$ cat src/rtl/pipe_hazard_ctrl.sv
// -----------------------------------------------------------------------------
// pipe_hazard_ctrl
//
// Central stall/flush sequencer for the 5-stage RV32 pipeline. It drives the
// hold (stall) and clear (flush) controls of the IF_ID, ID_EX, EX_MEM and
// MEM_WB pipeline registers and the PC hold. Three conditions are resolved in
// priority order:
//   1. multi-cycle data-memory waits (whole pipe frozen),
//   2. taken branch / jump redirects resolved in EX (squash IF_ID and ID_EX),
//   3. load-use hazards detected in ID (one bubble into EX).
// A watchdog counts consecutive wait cycles. When memory hangs for
// MEM_TIMEOUT cycles, the pipe parks in ERR until err_clr is asserted.
//
// Parameters:
//   MEM_TIMEOUT : maximum consecutive wait cycles before ERR (>= 2)
//   CNT_W       : wait counter width, 2**CNT_W > MEM_TIMEOUT
//
// Ports:
//   clk, rst                 clock, asynchronous active-high reset
//   id_rs1_addr/id_rs2_addr  source indices of the ID instruction
//   id_rs1_used/id_rs2_used  ID instruction actually reads rs1/rs2
//   ex_mem_r, ex_wr_addr     EX instruction is a load / its destination
//   ex_redirect              EX resolved a taken branch or jump
//   mem_req, mem_ready       MEM access issued / completed this cycle
//   err_clr                  clear of the timeout state
//   *_stall, pc_stall        hold controls
//   *_flush                  clear controls
//   mem_err                  sticky timeout flag
//
// Optional build macro HAZARD_PERF_CNT_EN adds three 32-bit event counters:
//   perf_mem_stall, perf_lu_bubble, perf_redirect.
// -----------------------------------------------------------------------------
module pipe_hazard_ctrl #(
  parameter int MEM_TIMEOUT = 64,
  parameter int CNT_W       = 8
) (
  input  logic        clk,
  input  logic        rst,
  input  logic [4:0]  id_rs1_addr,
  input  logic [4:0]  id_rs2_addr,
  input  logic        id_rs1_used,
  input  logic        id_rs2_used,
  input  logic        ex_mem_r,
  input  logic [4:0]  ex_wr_addr,
  input  logic        ex_redirect,
  input  logic        mem_req,
  input  logic        mem_ready,
  input  logic        err_clr,
  output logic        pc_stall,
  output logic        if_id_stall,
  output logic        id_ex_stall,
  output logic        ex_mem_stall,
  output logic        mem_wb_stall,
  output logic        if_id_flush,
  output logic        id_ex_flush,
  output logic        ex_mem_flush,
`ifdef HAZARD_PERF_CNT_EN
  output logic [31:0] perf_mem_stall,
  output logic [31:0] perf_lu_bubble,
  output logic [31:0] perf_redirect,
`endif
  output logic        mem_err
);

  typedef enum logic [1:0] {
    S_RUN      = 2'd0,
    S_MEM_WAIT = 2'd1,
    S_ERR      = 2'd2
  } state_e;

  localparam logic [CNT_W-1:0] WCNT_LAST = CNT_W'(MEM_TIMEOUT - 1);
  localparam logic [CNT_W-1:0] WCNT_MAX  = '1;

  state_e           state_q, state_d;
  logic [CNT_W-1:0] wcnt_q, wcnt_d;

  // Unreset-qualified control values; rst is folded in at the ports.
  logic pc_stall_c, if_id_stall_c, id_ex_stall_c, ex_mem_stall_c, mem_wb_stall_c;
  logic if_id_flush_c, id_ex_flush_c, ex_mem_flush_c, mem_err_c;

  logic load_use;
  logic mem_miss;
  logic run_redirect;
  logic run_bubble;

  // The EX load's destination must match a source register that ID really
  // reads. x0 is never a true dependency.
  assign load_use = ex_mem_r && (ex_wr_addr != 5'd0) &&
                    ((id_rs1_used && (id_rs1_addr == ex_wr_addr)) ||
                     (id_rs2_used && (id_rs2_addr == ex_wr_addr)));

  // A request that completes in the same cycle is a single-cycle access and
  // does not stall.
  assign mem_miss     = mem_req && !mem_ready;
  assign run_redirect = (state_q == S_RUN) && !mem_miss && ex_redirect;
  assign run_bubble   = (state_q == S_RUN) && !mem_miss && !ex_redirect && load_use;

  always_comb begin
    state_d        = state_q;
    wcnt_d         = wcnt_q;
    pc_stall_c     = 1'b0;
    if_id_stall_c  = 1'b0;
    id_ex_stall_c  = 1'b0;
    ex_mem_stall_c = 1'b0;
    mem_wb_stall_c = 1'b0;
    if_id_flush_c  = 1'b0;
    id_ex_flush_c  = 1'b0;
    ex_mem_flush_c = 1'b0;
    mem_err_c      = 1'b0;

    unique case (state_q)
      S_RUN: begin
        if (mem_miss) begin
          pc_stall_c     = 1'b1;
          if_id_stall_c  = 1'b1;
          id_ex_stall_c  = 1'b1;
          ex_mem_stall_c = 1'b1;
          mem_wb_stall_c = 1'b1;
          state_d        = S_MEM_WAIT;
          wcnt_d         = CNT_W'(1);
        end else if (ex_redirect) begin
          // The ID instruction is squashed anyway, so any load-use it
          // carries is irrelevant.
          if_id_flush_c = 1'b1;
          id_ex_flush_c = 1'b1;
        end else if (load_use) begin
          // Hold PC and IF_ID and inject one bubble into EX. The older
          // instructions keep moving.
          pc_stall_c    = 1'b1;
          if_id_stall_c = 1'b1;
          id_ex_flush_c = 1'b1;
        end
      end

      S_MEM_WAIT: begin
        // Redirect and load-use inputs come from frozen registers. They stay
        // valid and are acted on once the pipe is back in RUN.
        pc_stall_c     = 1'b1;
        if_id_stall_c  = 1'b1;
        id_ex_stall_c  = 1'b1;
        ex_mem_stall_c = 1'b1;
        mem_wb_stall_c = 1'b1;
        if (mem_ready) begin
          state_d = S_RUN;
          wcnt_d  = '0;
        end else if (wcnt_q == WCNT_LAST) begin
          state_d = S_ERR;
        end else if (wcnt_q != WCNT_MAX) begin
          wcnt_d = wcnt_q + CNT_W'(1);
        end
      end

      S_ERR: begin
        pc_stall_c     = 1'b1;
        if_id_stall_c  = 1'b1;
        id_ex_stall_c  = 1'b1;
        ex_mem_stall_c = 1'b1;
        mem_wb_stall_c = 1'b1;
        mem_err_c      = 1'b1;
        if (err_clr) begin
          // Drop the hung access sitting in EX_MEM on the way out.
          ex_mem_flush_c = 1'b1;
          state_d        = S_RUN;
          wcnt_d         = '0;
        end
      end

      default: begin
        state_d = S_RUN;
        wcnt_d  = '0;
      end
    endcase
  end

  always_ff @(posedge clk or posedge rst) begin
    if (rst) begin
      state_q <= S_RUN;
      wcnt_q  <= '0;
    end else begin
      state_q <= state_d;
      wcnt_q  <= wcnt_d;
    end
  end

  // Reset acts on the outputs immediately: every register is cleared and
  // nothing is held.
  assign pc_stall     = !rst && pc_stall_c;
  assign if_id_stall  = !rst && if_id_stall_c;
  assign id_ex_stall  = !rst && id_ex_stall_c;
  assign ex_mem_stall = !rst && ex_mem_stall_c;
  assign mem_wb_stall = !rst && mem_wb_stall_c;
  assign if_id_flush  = rst || if_id_flush_c;
  assign id_ex_flush  = rst || id_ex_flush_c;
  assign ex_mem_flush = rst || ex_mem_flush_c;
  assign mem_err      = !rst && mem_err_c;

`ifdef HAZARD_PERF_CNT_EN
  logic [31:0] perf_mem_stall_q, perf_lu_bubble_q, perf_redirect_q;
  logic        mem_stall_evt;

  // The RUN cycle that detects the miss is already a stall cycle.
  assign mem_stall_evt = (state_q == S_MEM_WAIT) || ((state_q == S_RUN) && mem_miss);

  always_ff @(posedge clk or posedge rst) begin
    if (rst) begin
      perf_mem_stall_q <= '0;
      perf_lu_bubble_q <= '0;
      perf_redirect_q  <= '0;
    end else begin
      if (mem_stall_evt) perf_mem_stall_q <= perf_mem_stall_q + 32'd1;
      if (run_bubble)    perf_lu_bubble_q <= perf_lu_bubble_q + 32'd1;
      if (run_redirect)  perf_redirect_q  <= perf_redirect_q + 32'd1;
    end
  end

  assign perf_mem_stall = perf_mem_stall_q;
  assign perf_lu_bubble = perf_lu_bubble_q;
  assign perf_redirect  = perf_redirect_q;
`else
  // Keep the redirect and bubble qualifiers referenced when counters are
  // absent.
  logic unused_evt;
  assign unused_evt = run_redirect ^ run_bubble;
`endif

endmodule

$ cat config.mk
export PLATFORM = sky130hd
export DESIGN_NAME = pipe_hazard_ctrl
export DESIGN_NICKNAME = d
export VERILOG_FILES = /design/src/rtl/pipe_hazard_ctrl.sv
export SDC_FILE = /design/constraint.sdc
export NUM_CORES = 1
export LEC_CHECK = 0
export CAP_MARGIN = 10
export CELL_PAD_IN_SITES_DETAIL_PLACEMENT = 0
export CELL_PAD_IN_SITES_GLOBAL_PLACEMENT = 1
export CORE_MARGIN = 5
export CORE_UTILIZATION = 28
export DETAILED_ROUTE_END_ITERATION = 12
export GPL_ROUTABILITY_DRIVEN = 0
export PLACE_DENSITY = 0.85
export SLEW_MARGIN = 20
export SYNTH_ARGS = -nofsm -noshare
export SYNTH_HDL_FRONTEND = slang
export SYNTH_SLANG_ARGS = --single-unit
$ cat constraint.sdc
create_clock -name clk -period 2.2 [get_ports clk]
set_input_delay 0.55 -clock clk [delete_from_list [all_inputs] [get_ports clk]]
set_output_delay 0.55 -clock clk [all_outputs]
set_load 0.02 [all_outputs]
## Yosys cells after proc, flatten, opt, wreduce, memory -nomap -nowiden

Index checks and enable logic that the tools add are counted.

- Add/sub/neg operators: 1
- Multiply operators: 0
- Divide/modulo/power cells: 0
- $lt $le $gt $ge: 0
- Equal/unequal tests: 11
- Shifts and indexed selects: 0
- Mux-type cells: 26
- Bitwise gates (word level): 0
- Reduce and logical (&&, ||, !) cells: 19

Operators by type and width:

| kind | number |
|---|---|
| 2-to-1 mux 8 bit | 5 |
| one-hot mux 8 bit (3 select lines) | 1 |
| 2-to-1 mux 1 bit | 13 |
| == test 5 bit | 2 |
| inequality test 3 bit, second input constant | 3 |
| adder 8 x 1 -> 8 bit, second input constant | 1 |
| == test 8 x 6 -> 1 bit, second input constant | 1 |
| logical AND 1 bit | 8 |
| 2-to-1 mux 2 bit | 4 |
| inequality test 8 bit, second input constant | 1 |
| one-hot mux 2 bit (3 select lines) | 1 |
| nonzero test 5 bit | 1 |
| logical OR 1 bit | 4 |
| inequality test 2 bit, second input constant | 2 |
| one-hot mux 1 bit (2 select lines) | 2 |
| AND reduction 4 bit | 1 |
| AND reduction 3 bit | 1 |
| == test 2 x 1 -> 1 bit, second input constant | 1 |
| == test 2 bit, second input constant | 1 |
| zero test 1 bit | 2 |
| zero test 2 bit | 1 |
| OR reduction 2 bit | 1 |

- Register bits after elaboration: 10
- Bits in latches: 0
- Memory bits (writable): 0
- Memory bits (read-only): 0
- Bits of input ports: 24
- Output and inout port bits: 9
- Logic and storage cells: 59
- Memories: 0

## Logic depth before layout (Yosys ltp)

- Word-level depth: 9
- Gate-level depth with buffers: 7
- Depth with buffers taken out: 6

## Worst setup path before layout

No wires, ideal clock.

- Kind: reg-to-output
- From: register state_q[0]
- To: output pc_stall
- Data arrival time: 2037 ps
- Required time: 1650 ps
- Setup slack: -387 ps
- Stages on the path, launching flop included: 7
- Buffers on the path: 1
- Cells stage by stage: dfrtp_1 > inv_1 > ha_1 > inv_1 > or4b_2 > o21bai_1 > buf_4

- Word-level cells in the longest chain between the ends: 4
- Elaborated cells between the ends (all ways): 6
- Those cells by class: eq/ne (2); mux (1); reduce/logical (3)

RTL lines:

| item | line | RTL |
|---|---|---|
| start: declaration | 74 | `state_e state_q, state_d;` |
| start signal: assignment | 180 | `state_q <= state_d;` |
| == test 2 bit / == test 2 x 1 -> 1 bit (equally long branches) | n/a |  |
| OR reduction 2 bit (no source line) | n/a |  |
| one-hot mux 1 bit (2 select lines) * | n/a |  |
| logical AND 1 bit * | n/a |  |
| end: declaration | 49 | `output logic pc_stall,` |

Mark *: on every way between the ends. The rest lies on a longest branch, timed or not.

## Worst setup path in the final report

- From: input id_rs2_addr[4]
- To: output id_ex_flush

- Word-level cells in the longest chain between the ends: 9

RTL lines:

| item | line | RTL |
|---|---|---|
| start: declaration | 40 | `input logic [4:0] id_rs2_addr,` |
| == test 5 bit | 90 | `(id_rs2_used && (id_rs2_addr == ex_wr_addr)));` |
| logical AND 1 bit | 90 |  |
| logical OR 1 bit | 89 | `((id_rs1_used && (id_rs1_addr == ex_wr_addr)) \|\|` |
| logical AND 1 bit | 88 | `assign load_use = ex_mem_r && (ex_wr_addr != 5'd0) &&` |
| 2-to-1 mux 1 bit | 126 | `end else if (load_use) begin` |
| 2-to-1 mux 1 bit | 121 | `end else if (ex_redirect) begin` |
| 2-to-1 mux 1 bit | 113 | `if (mem_miss) begin` |
| 2-to-1 mux 1 bit | 111 | `unique case (state_q)` |
| logical OR 1 bit | 193 | `assign id_ex_flush = rst \|\| id_ex_flush_c;` |
| end: declaration | 55 | `output logic id_ex_flush,` |

No other way between the ends.

==> results <==
-- cell type report --
type	count	area, sq um
fillers	278	1550
multi-input cells	76	657
inverters	7	26.3
clock buffers	4	36.3
flip-flops and latches	10	250
well taps	44	55.1
repair buffers	56	457
-- through the flow --
step           std cells  setup slack (ns)  utilization [%]
6_report             197            -0.146             48.9
4_1_cts              196            -0.108             48.4
3_3_place_gp         191            -0.901             46.5
5_1_grt              197            -0.200             48.9
3_5_place_dp         191            -0.980             46.5
2_1_floorplan         98            0.0194                -
-- Yosys cell counts (all sizes together), types with 2 or more instances --
library cell	count	area share (%)
nand3	4	2.3
mux2i	2	2.3
xnor2	3	3.0
a21boi	3	2.6
nor4	4	2.9
nand2b	2	1.4
o21ai	3	1.7
a21oi	3	1.7
o31ai	4	3.4
o21a	2	1.7
nand2	6	2.6
dfrtp	10	29
ha	5	7.2
and4	2	2.3
or4	4	3.4
o21bai	2	1.7
nor2b	4	2.9
inv	7	3.0
buf	4	3.9
xor2	8	8.0
-- sequential cells by signal, indices dropped and copies added (netlist names) --
signal	count
state_q	2
wcnt_q	8
-- report_power, final --
part           leakage, nW  internal, mW  total [mW]  switching, mW
Combinational        0.514         0.322       0.613          0.292
Sequential           0.134         0.219       0.264         0.0453
Clock               0.0210         0.101       0.168         0.0672
Total                0.669         0.641        1.05          0.404
-- worst min path at each step --
stage / endpoint / slack, ns / cells past startpoint
floorplan: state_q[0] / 0.41 / 1
detailed placement: wcnt_q[3] / 0.58 / 2
finish: wcnt_q[4] / 0.59 / 2
CTS: wcnt_q[3] / 0.59 / 2
global placement: wcnt_q[4] / 0.56 / 2
global route: wcnt_q[3] / 0.62 / 2
-- per-layer routing --
metal  global-route usage (%)  vias up  share of wire (%)
met5                        0        -                  0
met4                     1.55        0               0.69
met3                     2.55        2                1.5
met2                     24.5        7                 57
met1                     13.9      438                 41
li1                         -      469                  -
-- worst max-delay path, delay by kind of cell --
kind | cells | cell delay (ns)
AO/OA/AOI/OAI | 2 | 0.36
buffers and inverters | 2 | 0.38
XOR/XNOR | 1 | 0.18
AND/OR/NAND/NOR | 1 | 0.34
-- timing repair --
item,in CTS,in global routing
endpoints found under the setup margin,10,8
pin swaps,20,6
buffers inserted,1,1
gates resized for setup,92,10
-- cell families (layout without fill, tap and decap cells) --
group / count (synthesis) / in the layout / share of synthesized area [%]
multiplexers: 2 / 2 / 2.30
buffers and inverters: 12 / 67 / 7.32
flip-flops: 10 / 10 / 28.7
adder cells (fa/ha/maj): 5 / 5 / 7.17
XOR/XNOR: 11 / 11 / 11.0
AND/OR/NAND/NOR: 34 / 34 / 23.5
AO/OA/AOI/OAI: 24 / 24 / 19.9
==> results.md <==
- Failing checks: negative setup slack
- Clk Latency, worst-skew pair: 0.27 ns
- Crit end category: output pin
- Crit path from: id_rs2_addr[4]
- Core outline area: 3030 sq um
- Status: complete, but fails checks
- Pwr/cell area: 706 nW/um^2
- HPWL after detailed placement: 2.01 mm
- Clock Path Buffers: 2
- Sequential area share after synthesis: 28.7%
- Post-Syn Area: 872 sq um
- Final Critical Period: 2.35 ns
- PortBufs: 32
- Wire length per cell: 12.6 um
- Worst path max stage delay: 0.34 ns
- H-Tree Depth: 1
- Vias/cell: 4.65
- DP Area: 1410 sq um
- Final WS setup: -0.146 ns
- CTS root buf: clkbuf_4
- Synth Net Count: 127
- Total power: 1.05 mW
- Clk slew on worst S/H paths: 0.07 ns
- Hold_sp: wcnt_q[4]
- Final ANT Viol Nets: 0
- Initial DRC count: 35
- R2R setup slack: 0.15 ns
- Crit path required time: 1.65 ns
- Slew Viols, Final: 0
- Vias in the first global route: 949
- Die area: 4330 sq um
- Critical-path cell list: clkdlybuf4s15_1 -> xor2_2 -> nor4_2 -> a32oi_2 -> o21bai_1 -> buf_4
- Tcrit/Tclk final: 107%
- Congestion Overflow GR: 0
- Max Clk Rate: 0.426 GHz
- First-pass GRT wire length: 4.24 mm
- DRC viols: 0
- R2R Path End: wcnt_q[4]
- WHS: 0.591 ns
- Syn Area/Cell: 8.90 sq um
- Slew at the pin closest to its max-slew limit: 0.359 ns
- CP arrival: 1.80 ns
- Setup Crit Path Kind: input pin to output pin
- Crit-path slowest cell: nor4_2
- Post-synthesis cell type count: 39
- Final hold viol count: 0
- Worst-path maximum fanout: 2
- Chip height: 65.8 um
- Layout cell share with drive strength beyond 1: 42.5%
- RSZ-0062 raised after global routing: yes
- Reg2Reg Depth: 8
- RR Startpoint: state_q[0]
- Fin Clk Skew: 0.000697 ns
- Num rows: 20
- Clock sink count: 10
- Total leakage power: 0.669 nW
- Most common cell after layout, fill and taps aside: buf_4
- Final WL: 2.48 mm
- Number of synthesized flops with an enable pin: 0
- Initial Util: 28.8%
- All-Layer GR Usage: 12.5%
- Largest net degree at the start of global routing: 14
- Top FF cell, synth: dfrtp_1
- Final setup viols: 3
- CTS tree: done
- Slew Limit Headroom: 75.7%
- # Max-Cap Violations: 0
- Worst vdd ir: 0.000358 V
- Ports: 33
- Startpoint Class: input pin
- Antenna diodes: 0
- Antenna violations before repair: 0
- Setup TNS: -0.324 ns
- Most frequent cells in the layout: 21 x buf_4, 10 x dfrtp_1, 9 x dlygate4sd2_1
- Cells after Synth: 98
- Synth Warn #: 0
- Synth-to-Final Area Change: 69.9%
- Crit path to: id_ex_flush
- DIE WIDTH: 65.8 um
- Final nets: 183
- First drt pass iteration count: 3
- Vias: 916
- Type of the most critical hold path: flop to flop
- Ys async rst share: 100%
- Total CTS buffers: 3
- # hold bufs at CTS: 0
- Synth Register Bits: 10
- Post-route design area: 1480 sq um
Power figures use the tool's default switching activity.
